**config.mk**
```make
export PLATFORM = sky130hd
export DESIGN_NAME = bus
export DESIGN_NICKNAME = d
export VERILOG_FILES = /design/src/rtl/bus_pkg.sv /design/src/rtl/bus_encoder_32to5.sv /design/src/rtl/bus.sv
export SDC_FILE = /design/constraint.sdc
export NUM_CORES = 1
export LEC_CHECK = 0
export ABC_AREA = 1
export BUFFER_PORTS_ARGS = -buffer_cell sky130_fd_sc_hd__buf_2
export CAP_MARGIN = 20
export CORE_AREA = 2 2 324 326
export DETAILED_ROUTE_END_ITERATION = 10
export DIE_AREA = 0 0 326 328
export GPL_TIMING_DRIVEN = 1
export PLACE_DENSITY = 0.3
export RECOVER_POWER = 100
export SLEW_MARGIN = 20
export SYNTH_ARGS = -nofsm -noshare
export SYNTH_HDL_FRONTEND = slang
export SYNTH_SLANG_ARGS = --single-unit
```
**constraint.sdc**
```tcl
create_clock -name vclk -period 2.85
set_input_delay 0.4275 -clock vclk [all_inputs]
set_output_delay 0.4275 -clock vclk [all_outputs]
set_load 0.02 [all_outputs]
```
**src/rtl/bus_pkg.sv**
```systemverilog
// Shared widths and 5-bit source codes for the CPU datapath bus.
package bus_pkg;
   localparam int WIDTH = 32;
   localparam int NSRC  = 24;

   localparam logic [4:0] SRC_R0   = 5'd0;
   localparam logic [4:0] SRC_R1   = 5'd1;
   localparam logic [4:0] SRC_R2   = 5'd2;
   localparam logic [4:0] SRC_R3   = 5'd3;
   localparam logic [4:0] SRC_R4   = 5'd4;
   localparam logic [4:0] SRC_R5   = 5'd5;
   localparam logic [4:0] SRC_R6   = 5'd6;
   localparam logic [4:0] SRC_R7   = 5'd7;
   localparam logic [4:0] SRC_R8   = 5'd8;
   localparam logic [4:0] SRC_R9   = 5'd9;
   localparam logic [4:0] SRC_R10  = 5'd10;
   localparam logic [4:0] SRC_R11  = 5'd11;
   localparam logic [4:0] SRC_R12  = 5'd12;
   localparam logic [4:0] SRC_R13  = 5'd13;
   localparam logic [4:0] SRC_R14  = 5'd14;
   localparam logic [4:0] SRC_R15  = 5'd15;
   localparam logic [4:0] SRC_HI   = 5'd16;
   localparam logic [4:0] SRC_LO   = 5'd17;
   localparam logic [4:0] SRC_ZHI  = 5'd18;
   localparam logic [4:0] SRC_ZLO  = 5'd19;
   localparam logic [4:0] SRC_PC   = 5'd20;
   localparam logic [4:0] SRC_MDR  = 5'd21;
   localparam logic [4:0] SRC_PORT = 5'd22;
   localparam logic [4:0] SRC_C    = 5'd23;
endpackage

```
**src/rtl/bus_encoder_32to5.sv**
```systemverilog
// Priority encoder: lowest set bit of a 32-bit enable vector -> 5-bit code + valid.
module bus_encoder_32to5 (
   input  logic [31:0] en_i,
   output logic [4:0]  code_o,
   output logic        valid_o
);
   // Scan from the top so the lowest set bit is the last (winning) assignment.
   always_comb begin
      code_o  = 5'd0;
      valid_o = 1'b0;
      for (int i = 31; i >= 0; i--) begin
         if (en_i[i]) begin
            code_o  = 5'(i);
            valid_o = 1'b1;
         end
      end
   end
endmodule

```
**src/rtl/bus.sv**
```systemverilog
// CPU datapath bus: priority-selects one of 24 sources onto BusMuxOut, zeroed by clear.
module bus
   import bus_pkg::*;
(
   input  logic [WIDTH-1:0] BusMuxR0In,  BusMuxR1In,  BusMuxR2In,  BusMuxR3In,
   input  logic [WIDTH-1:0] BusMuxR4In,  BusMuxR5In,  BusMuxR6In,  BusMuxR7In,
   input  logic [WIDTH-1:0] BusMuxR8In,  BusMuxR9In,  BusMuxR10In, BusMuxR11In,
   input  logic [WIDTH-1:0] BusMuxR12In, BusMuxR13In, BusMuxR14In, BusMuxR15In,
   input  logic [WIDTH-1:0] BusMuxHIIn,  BusMuxLOIn,  BusMuxZhighIn, BusMuxZlowIn,
   input  logic [WIDTH-1:0] BusMuxPCIn,  BusMuxMDRIn, BusMuxPortIn,  C_sign_extended,
   input  logic             R0out,  R1out,  R2out,  R3out,  R4out,  R5out,  R6out,  R7out,
   input  logic             R8out,  R9out,  R10out, R11out, R12out, R13out, R14out, R15out,
   input  logic             HIout,  LOout,  Zhighout, Zlowout, PCout, MDRout, Portout, Cout,
   input  logic             clk,
   output logic [WIDTH-1:0] BusMuxOut,
   input  logic             clear
);
   logic [31:0]      en;
   logic [4:0]       sel;
   logic             sel_vld;
   logic [WIDTH-1:0] mux_out;

   // clk is carried only for port uniformity with the rest of the control path.
   logic unused_clk;
   assign unused_clk = clk;

   assign en = {8'h00,
                Cout, Portout, MDRout, PCout, Zlowout, Zhighout, LOout, HIout,
                R15out, R14out, R13out, R12out, R11out, R10out, R9out, R8out,
                R7out,  R6out,  R5out,  R4out,  R3out,  R2out,  R1out, R0out};

   bus_encoder_32to5 u_enc (
      .en_i    (en),
      .code_o  (sel),
      .valid_o (sel_vld)
   );

   always_comb begin
      mux_out = '0;
      case (sel)
         SRC_R0:   mux_out = BusMuxR0In;
         SRC_R1:   mux_out = BusMuxR1In;
         SRC_R2:   mux_out = BusMuxR2In;
         SRC_R3:   mux_out = BusMuxR3In;
         SRC_R4:   mux_out = BusMuxR4In;
         SRC_R5:   mux_out = BusMuxR5In;
         SRC_R6:   mux_out = BusMuxR6In;
         SRC_R7:   mux_out = BusMuxR7In;
         SRC_R8:   mux_out = BusMuxR8In;
         SRC_R9:   mux_out = BusMuxR9In;
         SRC_R10:  mux_out = BusMuxR10In;
         SRC_R11:  mux_out = BusMuxR11In;
         SRC_R12:  mux_out = BusMuxR12In;
         SRC_R13:  mux_out = BusMuxR13In;
         SRC_R14:  mux_out = BusMuxR14In;
         SRC_R15:  mux_out = BusMuxR15In;
         SRC_HI:   mux_out = BusMuxHIIn;
         SRC_LO:   mux_out = BusMuxLOIn;
         SRC_ZHI:  mux_out = BusMuxZhighIn;
         SRC_ZLO:  mux_out = BusMuxZlowIn;
         SRC_PC:   mux_out = BusMuxPCIn;
         SRC_MDR:  mux_out = BusMuxMDRIn;
         SRC_PORT: mux_out = BusMuxPortIn;
         SRC_C:    mux_out = C_sign_extended;
         default:  mux_out = '0;
      endcase
   end

   // No enable, or clear asserted, puts zero on the bus without waiting for a clock.
   assign BusMuxOut = (clear && sel_vld) ? mux_out : '0;
endmodule

```
# Word level (Yosys, flattened, before mapping)
# Index checks and enable logic that the tools add are counted.
[totals]
register_bits = 0
latch_bits = 0
ramBits = 0
mem_bits_ro = 0
inputBits = 794
out_inout_bits = 32
word_cells = 75
mem_count = 0
[op_classes]
addsub = 0
multipliers = 0
div_mod_pow = 0
n_lt_le_gt_ge = 0
n_eq_ne = 23
n_shift = 0
mux = 50
bitwise = 0
n_reduce_logical = 2
[ops]
columns = ["cell", "count"]
rows = [
  ["$pmux 32 s24", 1],
  ["$mux 5", 24],
  ["$eq 5x4->1 const B", 8],
  ["$eq 5x5->1 const B", 8],
  ["$mux 32", 1],
  ["$mux 1", 24],
  ["$eq 5x3->1 const B", 4],
  ["$eq 5x2->1 const B", 2],
  ["$eq 5x1->1 const B", 1],
  ["$logic_not 5->1", 1],
  ["$logic_and 1x1->1", 1],
]

# Logic depth before layout (Yosys ltp)
[logic_depth]
word_depth = 27
ltp_mapped = 34
ltp_nobuf = 32

# Cells and area by module
# A second synthesis with hierarchy kept.
[hier_totals]
cells_unflattened = 1771
hier_area_um2 = 7688.6
[modules_own_cells]
columns = ["module", "n_inst", "cells_per_inst", "area_per_inst_um2", "seq_area_each_um2"]
rows = [
  ["bus", 1, 1664, 7245.7, 0.0],
  ["bus_encoder_32to5", 1, 107, 442.9, 0.0],
]

# Least setup slack after synthesis
# Ideal clock, no wire load.
[synth_timing]
path_kind = "input to output"
start = "input R0out"
end = "output BusMuxOut[2]"
arrival_ns = 2.565
t_required_ns = 2.423
slack_ns = -0.143
cell_stages = 19
cell_sequence = "inv_2 > nand2_1 > nor3_1 > inv_2 > nor2_1 > inv_2 > nor3_2 > inv_2 > nor2_8 > inv_2 > buf_2 > clkbuf_1 > nor3_1 > nor2_1 > nand2_1 > nor2_1 > nand3_1 > nor2_1 > nor2_1"
[synth_between]
elab_chain_len = 4
word_cells_on_any_way = 29
classes_between = "23 x eq/ne; 4 x mux; 2 x reduce/logical"
[synth_lines]
columns = ["item", "line_no", "text"]
rows = [
  ["start, declared", "bus.sv:11", "input logic R0out, R1out, R2out, R3out, R4out, R5out, R6out, R7out,"],
  ["$mux 5", "bus_encoder_32to5.sv:12", "if (en_i[i]) begin"],
  ["$eq 5x5->1 (tied with other cells)", "bus.sv:40", "case (sel)"],
  ["$pmux 32 s24", "bus.sv:40", ""],
  ["$mux 32 *", "bus.sv:70", "assign BusMuxOut = (clear && sel_vld) ? mux_out : '0;"],
  ["end, declared", "bus.sv:15", "output logic [WIDTH-1:0] BusMuxOut,"],
]
# Every way passes the cells marked *; elsewhere a longest branch is shown, timed or not.

# Worst setup path after layout
[layout_timing]
start = "input Portout"
end = "output BusMuxOut[27]"
[layout_between]
elab_chain_len = 26
word_cells_on_any_way = 73
classes_between = "23 x eq/ne; 48 x mux; 2 x reduce/logical"
[layout_lines]
columns = ["item", "line_no", "text"]
rows = [
  ["start, declared", "bus.sv:13", "input logic HIout, LOout, Zhighout, Zlowout, PCout, MDRout, Portout, Cout,"],
  ["$mux 5 (23 in series)", "bus_encoder_32to5.sv:12", ""],
  ["$eq 5x5->1 (tied with other cells)", "bus.sv:40", ""],
  ["$pmux 32 s24", "bus.sv:40", ""],
  ["$mux 32 *", "bus.sv:70", ""],
]
# Marks and branches as above.

==> impl_metrics.json <==
{
  "fin_tns_setup_ps": -34880,
  "p_leak_nw": 12.0,
  "pre_cts_ws_ps": -1860,
  "viasPerCell": 3.69,
  "status": "complete, but fails checks",
  "grt_pass1_vias": 17500,
  "cp-end-kind": "output pin",
  "drtIter0Drc": 982,
  "ys_warn_count": 0,
  "tightest_slew_ps": 539,
  "seq_cells": 0,
  "portBuffers": 825,
  "post-route-min-period_ps": 4030,
  "die_h_um": 328,
  "rows": 118,
  "powerDensity_mw_per_mm2": 102,
  "gp_congestion": 0.895,
  "min_period_over_period_pct": 141,
  "setup_ws_ps": -1180,
  "path_max_fanout": 11,
  "max_cap_viol_count": 0,
  "max-vdd-ir-drop_uv": 58.8,
  "rsz0062_at_grt": "yes",
  "firstDrtPassIters": 8,
  "ant_nets": 0,
  "grt_usage_pct": 18.7,
  "failed_checks": "negative setup slack",
  "cp-start-kind": "input port",
  "cpMaxStageDelayCell": "nor2_1",
  "grt_overflow_total": 0,
  "yosysSeqAreaShare_pct": 0,
  "dpl_cell_area_mm2": 0.0179,
  "cp_slowest_stage_delay_ps": 330,
  "fin_nets": 4038,
  "vias": 17100,
  "power_mw": 2.03,
  "routed_wl_um": 106000,
  "synth_top_family_by_area": "simple AND/OR/NAND/NOR gates",
  "drc": 0,
  "start_util_pct": 8.68,
  "drive_above_1_share_pct": 46.0,
  "synth_xor_area_share_pct": 0,
  "critPathBufInv": 9,
  "path_cells": "buf_12 > nor2_4 > inv_1 > nor3_2 > inv_1 > a21oi_1 > nor2_1 > nor2_1 > inv_1 > nand2_1 > inv_2 > buf_4 > buf_4 > nand4_1 > o21ai_0 > nor2_1 > nand2_1 > nor2_2 > buf_4 > nand3_1 > nor2_2 > nor2_2 > buf_6",
  "slew_viol_final": 0,
  "critPathKind": "in2out",
  "grt_pass1_wl_um": 139000,
  "hp-class": "in2out",
  "worstPathArrival_ps": 3600,
  "crit_start": "Portout",
  "fp.dieW_um": 326,
  "routedWlPerCell_um": 22.8,
  "final_cells": 4639,
  "setup_viol": 32,
  "grt_max_degree": 42,
  "final_common_cell": "buf_2",
  "hold_viol_final": 0,
  "fp.dieArea_mm2": 0.107,
  "placed_cells": 4568,
  "pin_count": 826,
  "finalHoldWorstSlack_ps": 1360,
  "syn2layout_area_growth_pct": 123,
  "post_synth_fa_ha_maj_area_fraction_pct": 0,
  "layout_common_cells": "buf_2 (792), nor2_1 (530), inv_1 (458)",
  "path_delay_family": "simple AND/OR/NAND/NOR gates",
  "final_util_pct": 19.3,
  "synthMuxAreaShare_pct": 0,
  "antenna_found_initial": 44,
  "max_freq_ghz": 0.248,
  "slew_headroom_pct": 64.1,
  "hpwl_um": 93100,
  "synth_cells": 2133,
  "synth_nets": 2927,
  "worstPathRequired_ps": 2420,
  "avgSynthCellArea_um2": 4.20,
  "final_area_mm2": 0.0200,
  "syn_area_mm2": 0.00896,
  "nClkBuffers": 0,
  "core_mm2": 0.103,
  "synth-simple-area-share_pct": 71.4,
  "netlist-cell-type-count": 29,
  "min_from": "BusMuxR5In[17]",
  "layout.area.seq_um2": 0,
  "synth_compound_area_share_pct": 2.68
}
[final cells by class]
cell class / count / area [um2]
multi-input combinational: 1551 / 7750
tap: 1380 / 1730
inverter: 469 / 1790
fill: 12300 / 83200
antenna: 17 / 42.5
timing repair buffer: 1222 / 8650
[cell usage after synthesis]
cell      number  area share (%)
nor2_1       681              29
inv_1        459              19
nand2_1      431              18
nand3_1      182              10
nor3_1       102             5.7
nand4_1       85             5.9
buf_2         58             3.2
o21ai_0       40             2.2
clkbuf_1      22            0.92
buf_1         18            0.75
buf_4         13             1.1
inv_2         10            0.42
nor2_4         5            0.63
nand2_2        4            0.28
nand4_2        4            0.56
nor2_2         3            0.21
buf_6          2            0.25
nand2_4        2            0.25
nand4_4        2            0.47
a21oi_1        1           0.056
a31oi_1        1           0.070
a31oi_2        1            0.14
nand3_2        1            0.11
nor2_8         1            0.22
nor3_2         1            0.11
nor3b_1        1           0.084
nor4_1         1           0.070
o21bai_1       1           0.084
o311ai_1       1           0.098
[report_power, final]
| group | internal, mW | switching, mW | total, mW |
|---|---|---|---|
| Combinational | 0.987 | 1.05 | 2.03 |
| Clock | 0.000000706 | 0 | 0.000000706 |
| Sequential | 0 | 0 | 0 |
[cell families after synthesis]
family | Yosys count
and+or+nand+nor | 1506
AOI/OAI and AO/OA | 45
buffers and inverters | 582
[what timing repair did]
item,CTS,global route
endpoints found under the setup margin,32,32
pin swaps,71,28
gates cloned,6,3
hold buffers,0,0
setup buffers,40,9
resized for setup,326,59
[path summary, 6_finish.rpt]
kind,depth (start not counted),endpoint
min,8,BusMuxOut[17]
max,23,BusMuxOut[27]
[routing by layer]
metal,vias to the layer above,GRT usage (%),wire (um)
met3,66,3.07,5760
met5,-,0,163
met1,7784,24.9,48300
li1,8608,-,-
met4,26,1.93,1050
met2,646,32.6,50500
Note: power is estimated with default switching activity, not from simulation.
